[config.mk]
export PLATFORM = sky130hd
export DESIGN_NAME = mux16_rr_sched_flat
export DESIGN_NICKNAME = d
export VERILOG_FILES = /design/src/rtl/mux16_sched_pkg.sv /design/src/rtl/mux16_rr_sched_if.sv /design/src/rtl/mux16_rr_sched_rr_pick.sv /design/src/rtl/mux16_rr_sched.sv /design/src/flat_wrapper.sv
export SDC_FILE = /design/constraint.sdc
export NUM_CORES = 1
export LEC_CHECK = 0
export CAP_MARGIN = 25
export CORE_MARGIN = 2
export CORE_UTILIZATION = 59
export DETAILED_ROUTE_END_ITERATION = 6
export GPL_ROUTABILITY_DRIVEN = 1
export PLACE_DENSITY_LB_ADDON = 0.05
export SYNTH_ARGS = -nofsm -noshare
export SYNTH_HDL_FRONTEND = slang
export SYNTH_SLANG_ARGS = --single-unit
export TNS_END_PERCENT = 30
[constraint.sdc]
create_clock -name CLK -period 5.8 [get_ports CLK]
set_input_delay 1.16 -clock CLK [delete_from_list [all_inputs] [get_ports CLK]]
set_output_delay 1.16 -clock CLK [all_outputs]
set_load 0.005 [all_outputs]
[src/rtl/mux16_sched_pkg.sv]
// Shared types and constants for the 16-way round-robin mux scheduler.
package mux16_sched_pkg;

    localparam int N_REQ = 16;
    localparam int SEL_W = 4;

    typedef enum logic {
        IDLE,
        GRANT
    } sched_state_t;

    typedef logic [SEL_W-1:0] sel_t;

endpackage

[src/rtl/mux16_rr_sched_if.sv]
// Request/grant/select bundle between the requesters, the mux16x1 select inputs
// and the downstream consumer. The scheduler uses the slave view.
interface mux16_rr_sched_if;
    import mux16_sched_pkg::*;

    logic [N_REQ-1:0] REQ;
    logic             OUT_READY;
    logic             S0;
    logic             S1;
    logic             S2;
    logic             S3;
    logic [N_REQ-1:0] GNT;
    logic             OUT_VALID;
    logic             BUSY;

    modport slave (
        input  REQ,
        input  OUT_READY,
        output S0,
        output S1,
        output S2,
        output S3,
        output GNT,
        output OUT_VALID,
        output BUSY
    );

    modport master (
        output REQ,
        output OUT_READY,
        input  S0,
        input  S1,
        input  S2,
        input  S3,
        input  GNT,
        input  OUT_VALID,
        input  BUSY
    );

endinterface

[src/rtl/mux16_rr_sched_rr_pick.sv]
// Combinational round-robin pick: rotate requests so the scan starts after
// last_ptr, priority-encode the lowest set bit, then rotate the index back.
module rr_pick
    import mux16_sched_pkg::*;
(
    input  logic [N_REQ-1:0] req,
    input  sel_t             last_ptr,
    output sel_t             winner,
    output logic             any
);

    sel_t             start;
    sel_t             off;
    logic [N_REQ-1:0] rot;

    always_comb begin
        start = last_ptr + 1'b1;
        rot   = (req >> start) | (req << (5'd16 - {1'b0, start}));
        off   = '0;
        for (int i = N_REQ - 1; i >= 0; i--) begin
            if (rot[i]) begin
                off = sel_t'(i);
            end
        end
        winner = start + off;
        any    = |req;
    end

endmodule

[src/rtl/mux16_rr_sched.sv]
// Round-robin scheduler sharing one 16:1 mux among 16 requesters, holding each
// grant for at most MAX_BEATS accepted beats with an idle bubble between grants.
module mux16_rr_sched
    import mux16_sched_pkg::*;
#(
    parameter int N_REQ_P   = N_REQ,
    parameter int MAX_BEATS = 8
) (
    input  logic               CLK,
    input  logic               RSTN,
    mux16_rr_sched_if.slave    bus
);

    if (N_REQ_P != 16 || MAX_BEATS < 1 || MAX_BEATS > 255) begin : g_bad_param
        $error("mux16_rr_sched: N_REQ must be 16 and MAX_BEATS in 1..255");
    end

    localparam logic [7:0] LAST_BEAT = 8'(MAX_BEATS - 1);

    sched_state_t     state_q, state_d;
    sel_t             sel_q, sel_d;
    sel_t             last_q, last_d;
    logic [N_REQ-1:0] gnt_q, gnt_d;
    logic [7:0]       beat_q, beat_d;

    sel_t             winner;
    logic             any;
    logic             busy;
    logic             out_valid;
    logic             beat_acc;

    rr_pick u_pick (
        .req      (bus.REQ),
        .last_ptr (last_q),
        .winner   (winner),
        .any      (any)
    );

    assign busy      = (state_q == GRANT);
    assign out_valid = busy && bus.REQ[sel_q];
    assign beat_acc  = out_valid && bus.OUT_READY;

    always_comb begin
        state_d = state_q;
        sel_d   = sel_q;
        last_d  = last_q;
        gnt_d   = gnt_q;
        beat_d  = beat_q;
        unique case (state_q)
            IDLE: begin
                if (any) begin
                    sel_d   = winner;
                    gnt_d   = 16'b1 << winner;
                    beat_d  = '0;
                    state_d = GRANT;
                end
            end
            GRANT: begin
                if (beat_acc) begin
                    beat_d = beat_q + 8'd1;
                end
                // sel is left alone on release so the mux select never glitches
                if (!bus.REQ[sel_q] || (beat_acc && beat_q == LAST_BEAT)) begin
                    last_d  = sel_q;
                    gnt_d   = '0;
                    state_d = IDLE;
                end
            end
            default: begin
                state_d = IDLE;
            end
        endcase
    end

    always_ff @(posedge CLK or negedge RSTN) begin
        if (!RSTN) begin
            state_q <= IDLE;
            sel_q   <= '0;
            last_q  <= sel_t'(N_REQ - 1);
            gnt_q   <= '0;
            beat_q  <= '0;
        end else begin
            state_q <= state_d;
            sel_q   <= sel_d;
            last_q  <= last_d;
            gnt_q   <= gnt_d;
            beat_q  <= beat_d;
        end
    end

    assign bus.S0        = sel_q[0];
    assign bus.S1        = sel_q[1];
    assign bus.S2        = sel_q[2];
    assign bus.S3        = sel_q[3];
    assign bus.GNT       = gnt_q;
    assign bus.OUT_VALID = out_valid;
    assign bus.BUSY      = busy;

    a_gnt_onehot: assert property (
        @(posedge CLK) disable iff (!RSTN) $onehot0(gnt_q));

    a_gnt_busy: assert property (
        @(posedge CLK) disable iff (!RSTN) gnt_q[sel_q] == busy);

    a_sel_hold: assert property (
        @(posedge CLK) disable iff (!RSTN)
        busy && $past(busy) |-> $stable(sel_q));

endmodule

[src/flat_wrapper.sv]
// flat-port wrapper written by rule: the top's interface ports become plain ports
module mux16_rr_sched_flat import mux16_sched_pkg::*;
#(
    parameter int N_REQ_P   = N_REQ,
    parameter int MAX_BEATS = 8
)
  (CLK, RSTN, bus_REQ, bus_OUT_READY, bus_S0, bus_S1, bus_S2, bus_S3, bus_GNT, bus_OUT_VALID, bus_BUSY);
  mux16_rr_sched_if bus_i ();
  input  logic CLK;
  input  logic RSTN;
  input wire logic [$bits(bus_i.REQ)-1:0] bus_REQ;
  input wire logic [$bits(bus_i.OUT_READY)-1:0] bus_OUT_READY;
  output wire logic [$bits(bus_i.S0)-1:0] bus_S0;
  output wire logic [$bits(bus_i.S1)-1:0] bus_S1;
  output wire logic [$bits(bus_i.S2)-1:0] bus_S2;
  output wire logic [$bits(bus_i.S3)-1:0] bus_S3;
  output wire logic [$bits(bus_i.GNT)-1:0] bus_GNT;
  output wire logic [$bits(bus_i.OUT_VALID)-1:0] bus_OUT_VALID;
  output wire logic [$bits(bus_i.BUSY)-1:0] bus_BUSY;
  assign bus_i.REQ = bus_REQ;
  assign bus_i.OUT_READY = bus_OUT_READY;
  assign bus_S0 = bus_i.S0;
  assign bus_S1 = bus_i.S1;
  assign bus_S2 = bus_i.S2;
  assign bus_S3 = bus_i.S3;
  assign bus_GNT = bus_i.GNT;
  assign bus_OUT_VALID = bus_i.OUT_VALID;
  assign bus_BUSY = bus_i.BUSY;
  mux16_rr_sched #(.N_REQ_P(N_REQ_P), .MAX_BEATS(MAX_BEATS)) u_core (.CLK(CLK), .RSTN(RSTN), .bus(bus_i));
endmodule
==> impl_metrics.ini, run 1 <==
[drt]
wire_per_inst_um = 21.5
drt_wl_total_mm = 12.3
drcViolationCount = 0
first_pass_iters = 6
drtAntennaViolNets = 0
via_count = 4019
vias_per_cell = 7.04
drtIter0Drc = 472

[sta]
fmax_mhz = 184
clock_skew_ns = 0.00581
worstMarginPinSlew_ns = 0.765
slew_headroom = 0.485
setup_viol_count_final = 0
period_needed_ns = 5.44
drv_slew = 0
tns_ns = 0
timing.final.crit_share = 0.937
hold_viol = 0
rsz0062_at_grt = false

[floorplanning]
dieArea_mm2 = 0.00762
start_util = 0.606
die_h_um = 87.3
core_area_mm2 = 0.00676
fp-row-count = 30
ios = 41
fp.dieW_um = 87.3

[critical_path]
path_class = reg -> reg
worstSetupStartpointType = flip-flop
cp_max_fo = 45
critPathCaptureType = flip-flop
crit_arrival_ns = 5.64
cp.required_ns = 6.00

[global_routing]
grt_pass1_vias = 3792
grt_use_met1 = 0.444
antenna_found_initial = 0
grt_usage = 0.332
grt_max_degree = 46
grt_pass1_wl_mm = 19.7
use_met2 = 0.528
busiest_layer = met2
overflow = 0
use_met3 = 0.0398

[clocking]
post_cts_buffers = 0
post_cts_resize_count = 0
cts_sinks = 33
clock_latency_ns = 0.29
htreeDepth = 2
cts_buffers = 5
clk_root_buffer_cell = clkbuf_8
clk_pin_slew_worst_paths_ns = 0.07
cts_tree = done
hold_buffers = 0
cts.path.max_buffers = 2

[layout]
finalNonFillerCells = 571
drive_above_1_share = 0.177
final_cell_mix = 47 x nand2_1, 40 x clkdlybuf4s50_1, 39 x nor2_1
seq_area_um2 = 831
fillers = 549
final_common_cell = nand2_1
antennaDiodeCount = 0
multi_input_area_mm2 = 0.00302
area_growth_pct = 11.6
nNetsFinal = 515

[yosys]
synthCells = 468
synthArstFlopShare = 1.00
synth_edf_count = 0
yosysUniqueCellTypes = 80
synth_nets = 493
syn_area_mm2 = 0.00410
synth-main-ff-cell = dfrtp_1
yosys_warnings = 0
synth-seq-cells = 33
syn_area_per_cell_um2 = 8.75
seq_area_frac_synth = 0.203

[placed_design]
place_congestion = 0.956
io_buffers = 40
dp_cells = 562
dp_hpwl_mm = 9.10

[worst_hold_path]
worstHoldPathType = reg -> reg

[run_status]
status = finished clean

[flow_run]
drv_cap = 0
final timing paths:
kind | from | to | slack, ns | depth (start not counted)
max in group asynchronous | RSTN | u_core.last_q[3] | 4.20 | 2
setup reg to reg | u_core.last_q[0] | u_core.bus.GNT[12] | 0.36 | 16
setup / recovery | u_core.last_q[0] | u_core.bus.GNT[12] | 0.36 | 16
hold / removal | u_core.bus.GNT[0] | u_core.bus.GNT[0] | 0.48 | 2
hold reg to reg | u_core.bus.GNT[0] | u_core.bus.GNT[0] | 0.48 | 2
min in group asynchronous | RSTN | u_core.bus.GNT[10] | 1.27 | 2
layer usage:
metal  routed length (µm)  vias up
met5                    0        -
met3                  833       45
met4                  612        0
li1                     -     1853
met1                 5040     1921
met2                 5800      200
flip-flops by register name, indices dropped and copies added (netlist names):
signal / count
u_core.beat_q: 8
u_core.bus.GNT: 16
u_core.sel_q: 4
u_core.bus.BUSY: 1
u_core.last_q: 4
stage by stage:
stage                     area (µm²)   util  hold WS, ns  worst slack [ns]
after floorplan                 4100      -        0.470              1.29
after global placement          4450  0.659        0.466             0.392
after detailed placement        4460  0.660        0.465             0.293
after CTS                       4560  0.675        0.481             0.373
after global routing            4570  0.676        0.498            0.0598
final                           4570  0.676        0.476             0.364
Yosys cell counts (8+ instances only):
cell type,count,area (µm²)
o31ai_1,8,60.1
nor2_1,39,146
nand2_1,47,176
mux4_2,17,383
clkbuf_1,13,48.8
nand3_1,21,105
a21oi_1,21,105
a32oi_1,10,87.6
nor3_1,12,60.1
o21ai_0,22,110
mux2i_1,26,260
dfrtp_1,29,726
buf_2,11,55.1
nand2b_1,9,56.3
mux2_2,19,214
worst max-delay path, stage by stage, from the launching register on:
cell,delay (ns)
dfstp_2,0.75
ha_2,0.35
buf_4,0.52
mux2_2,0.45
mux4_2,0.47
a32oi_1,0.28
o221a_2,0.24
nor3b_1,0.19
o21ai_0,0.12
a21oi_1,0.30
ha_1,0.29
a21o_1,0.17
a21oi_1,0.24
xnor2_1,0.21
nand3_1,0.26
a21o_1,0.28
o31ai_1,0.19
final cells by class:
type / instances / share of cell area
clock inverters: 1 / 0.00110
clock buffers: 7 / 0.0211
flip-flops and latches: 33 / 0.182
multi-input cells: 390 / 0.660
inverters: 8 / 0.00657
well taps: 80 / 0.0219
repair buffers: 52 / 0.107
kinds of logic (layout without fill, tap and decap cells):
family / Yosys count / after routing / share of synthesized area
compound gates: 122 / 122 / 0.221
xor+xnor: 13 / 13 / 0.0315
fa+ha+maj: 6 / 6 / 0.0202
buf+inv: 45 / 68 / 0.0611
flops: 33 / 33 / 0.203
mux: 68 / 68 / 0.229
simple gates: 181 / 181 / 0.235
Power of run 1 is not shown: default switching activity piles up to over one toggle a cycle in this logic, so the estimate is an artifact.
==> inputs of run 2 (changes only) <==
CORE_UTILIZATION = 55   (was 59)
==> run 2 against run 1 <==
Against the previous run: fmax increased by 0.72%; final area increased by 0.36%; wire length decreased by 0.21%; die area increased by 6.9%; worst hold slack improved by 0.00063 ns; non-clock buffer count unchanged; clock skew increased by 0.0043 ns; worst setup slack improved by 0.039 ns; flip-flop and latch count unchanged; cell count increased by 3.3%.
==> impl_metrics.ini, run 2 (synthesis gave the netlist of run 1 again) <==
[placed_design]
dpl_cell_area_mm2 = 0.00449
io_buffers = 40
place_congestion = 1.02
dp_hpwl_mm = 9.17

[layout]
final_cell_mix = 47 x nand2_1, 40 x clkdlybuf4s50_1, 39 x nor2_1
drive_above_1_share = 0.173
antennaDiodeCount = 0
largest_register_ff_count = 16
final_common_cell = nand2_1
area_growth_pct = 12.0
nNetsFinal = 515
final_area_mm2 = 0.00459
fillers = 633

[clocking]
cts_buffers = 5
htreeDepth = 2
cts_sinks = 33
clk_pin_slew_worst_paths_ns = 0.07
clk_root_buffer_cell = clkbuf_8
cts.path.max_buffers = 2
post_cts_buffers = 0
clock_latency_ns = 0.29
cts_tree = done

[sta]
timing.final.crit_share = 0.931
drv_slew = 0
fin_hold_ws_ns = 0.476
clock_skew_ns = 0.0101
worstMarginPinSlew_ns = 0.767
hold_viol = 0
setup_viol_count_final = 0
rsz0062_at_grt = false
period_needed_ns = 5.40
tns_ns = 0
slew_headroom = 0.481
fmax_mhz = 185

[floorplanning]
ios = 41
start_util = 0.568
fp.dieW_um = 90.3
core_area_mm2 = 0.00721
dieArea_mm2 = 0.00815
die_h_um = 90.3
fp-row-count = 31

[global_routing]
overflow = 0
antenna_found_initial = 0
grt_pass1_wl_mm = 20.3
grt_usage = 0.307
grt_pass1_vias = 3860
grt_max_degree = 47

[flow_run]
drv_cap = 0

[critical_path]
r2r_setup_slack_ns = 0.40
cp_max_fo = 38
crit_arrival_ns = 5.60
critPathCaptureType = flip-flop
worstSetupStartpointType = flip-flop
cp.required_ns = 6.00
path_class = reg -> reg

[worst_hold_path]
worstHoldPathType = reg -> reg

[drt]
vias_per_cell = 6.65
wire_per_inst_um = 20.8
via_count = 3922
drtIter0Drc = 223
drtAntennaViolNets = 0
drcViolationCount = 0
drt_wl_total_mm = 12.3
first_pass_iters = 5

[run_status]
status = finished clean
[run 2: cell count changes in the layout (fill, tap and decap cells not counted), sizes merged]
cell    change
clkinv      -1
clkbuf      +1
[run 2: worst max-delay path, cell delays in order (launching register included)]
cell and delay (ns):
dfstp_2 0.70, ha_2 0.41, buf_6 0.37, mux2_2 0.45, mux4_2 0.47, a32oi_1 0.33
o221a_2 0.30, nor3b_1 0.17, o21ai_0 0.12, a21oi_1 0.33, ha_1 0.30, a21o_1 0.17
a21oi_1 0.25, xnor2_1 0.23, nand3_1 0.24, a21o_1 0.26, o31ai_1 0.19
[run 2: path summary, 6_finish.rpt]
path	from	endpoint	depth (start not counted)
max	u_core.last_q[1]	u_core.bus.GNT[4]	16
min	u_core.bus.GNT[11]	u_core.bus.GNT[11]	2
max reg2reg	u_core.last_q[1]	u_core.bus.GNT[4]	16
min reg2reg	u_core.bus.GNT[11]	u_core.bus.GNT[11]	2
max in group asynchronous	RSTN	u_core.last_q[0]	2
min in group asynchronous	RSTN	u_core.bus.GNT[13]	2
[run 2: routing by layer]
metal / vias to the layer above / GRT usage / wire (µm)
met5: - / 0 / 0
met4: 0 / 0.156 / 602
met3: 40 / 0.0359 / 618
met2: 154 / 0.499 / 5740
met1: 1887 / 0.405 / 5290
li1: 1841 / - / -
[run 2: cell type report]
type | instances | area [µm²] | area share
clock buffer | 8 | 90.1 | 0.0196
multi-input combinational | 390 | 3020 | 0.658
tap | 99 | 124 | 0.0270
inverter | 8 | 30.0 | 0.00655
sequential | 33 | 831 | 0.181
timing repair buffer | 52 | 494 | 0.108
[run 2: through the flow]
stage                util  setup slack, ns  std cells
floorplan               -             1.29        468
global placement    0.622            0.214        581
detailed placement  0.623            0.217        582
CTS                 0.635            0.298        590
global route        0.636           0.0399        590
finish              0.636            0.403        590
[run 2: timing repair]
item                                    CTS  global route
hold buffers                              0             0
endpoints found under the setup margin    0             6
gates resized for setup                   0             1
Power of run 2 is left out for the same reason.
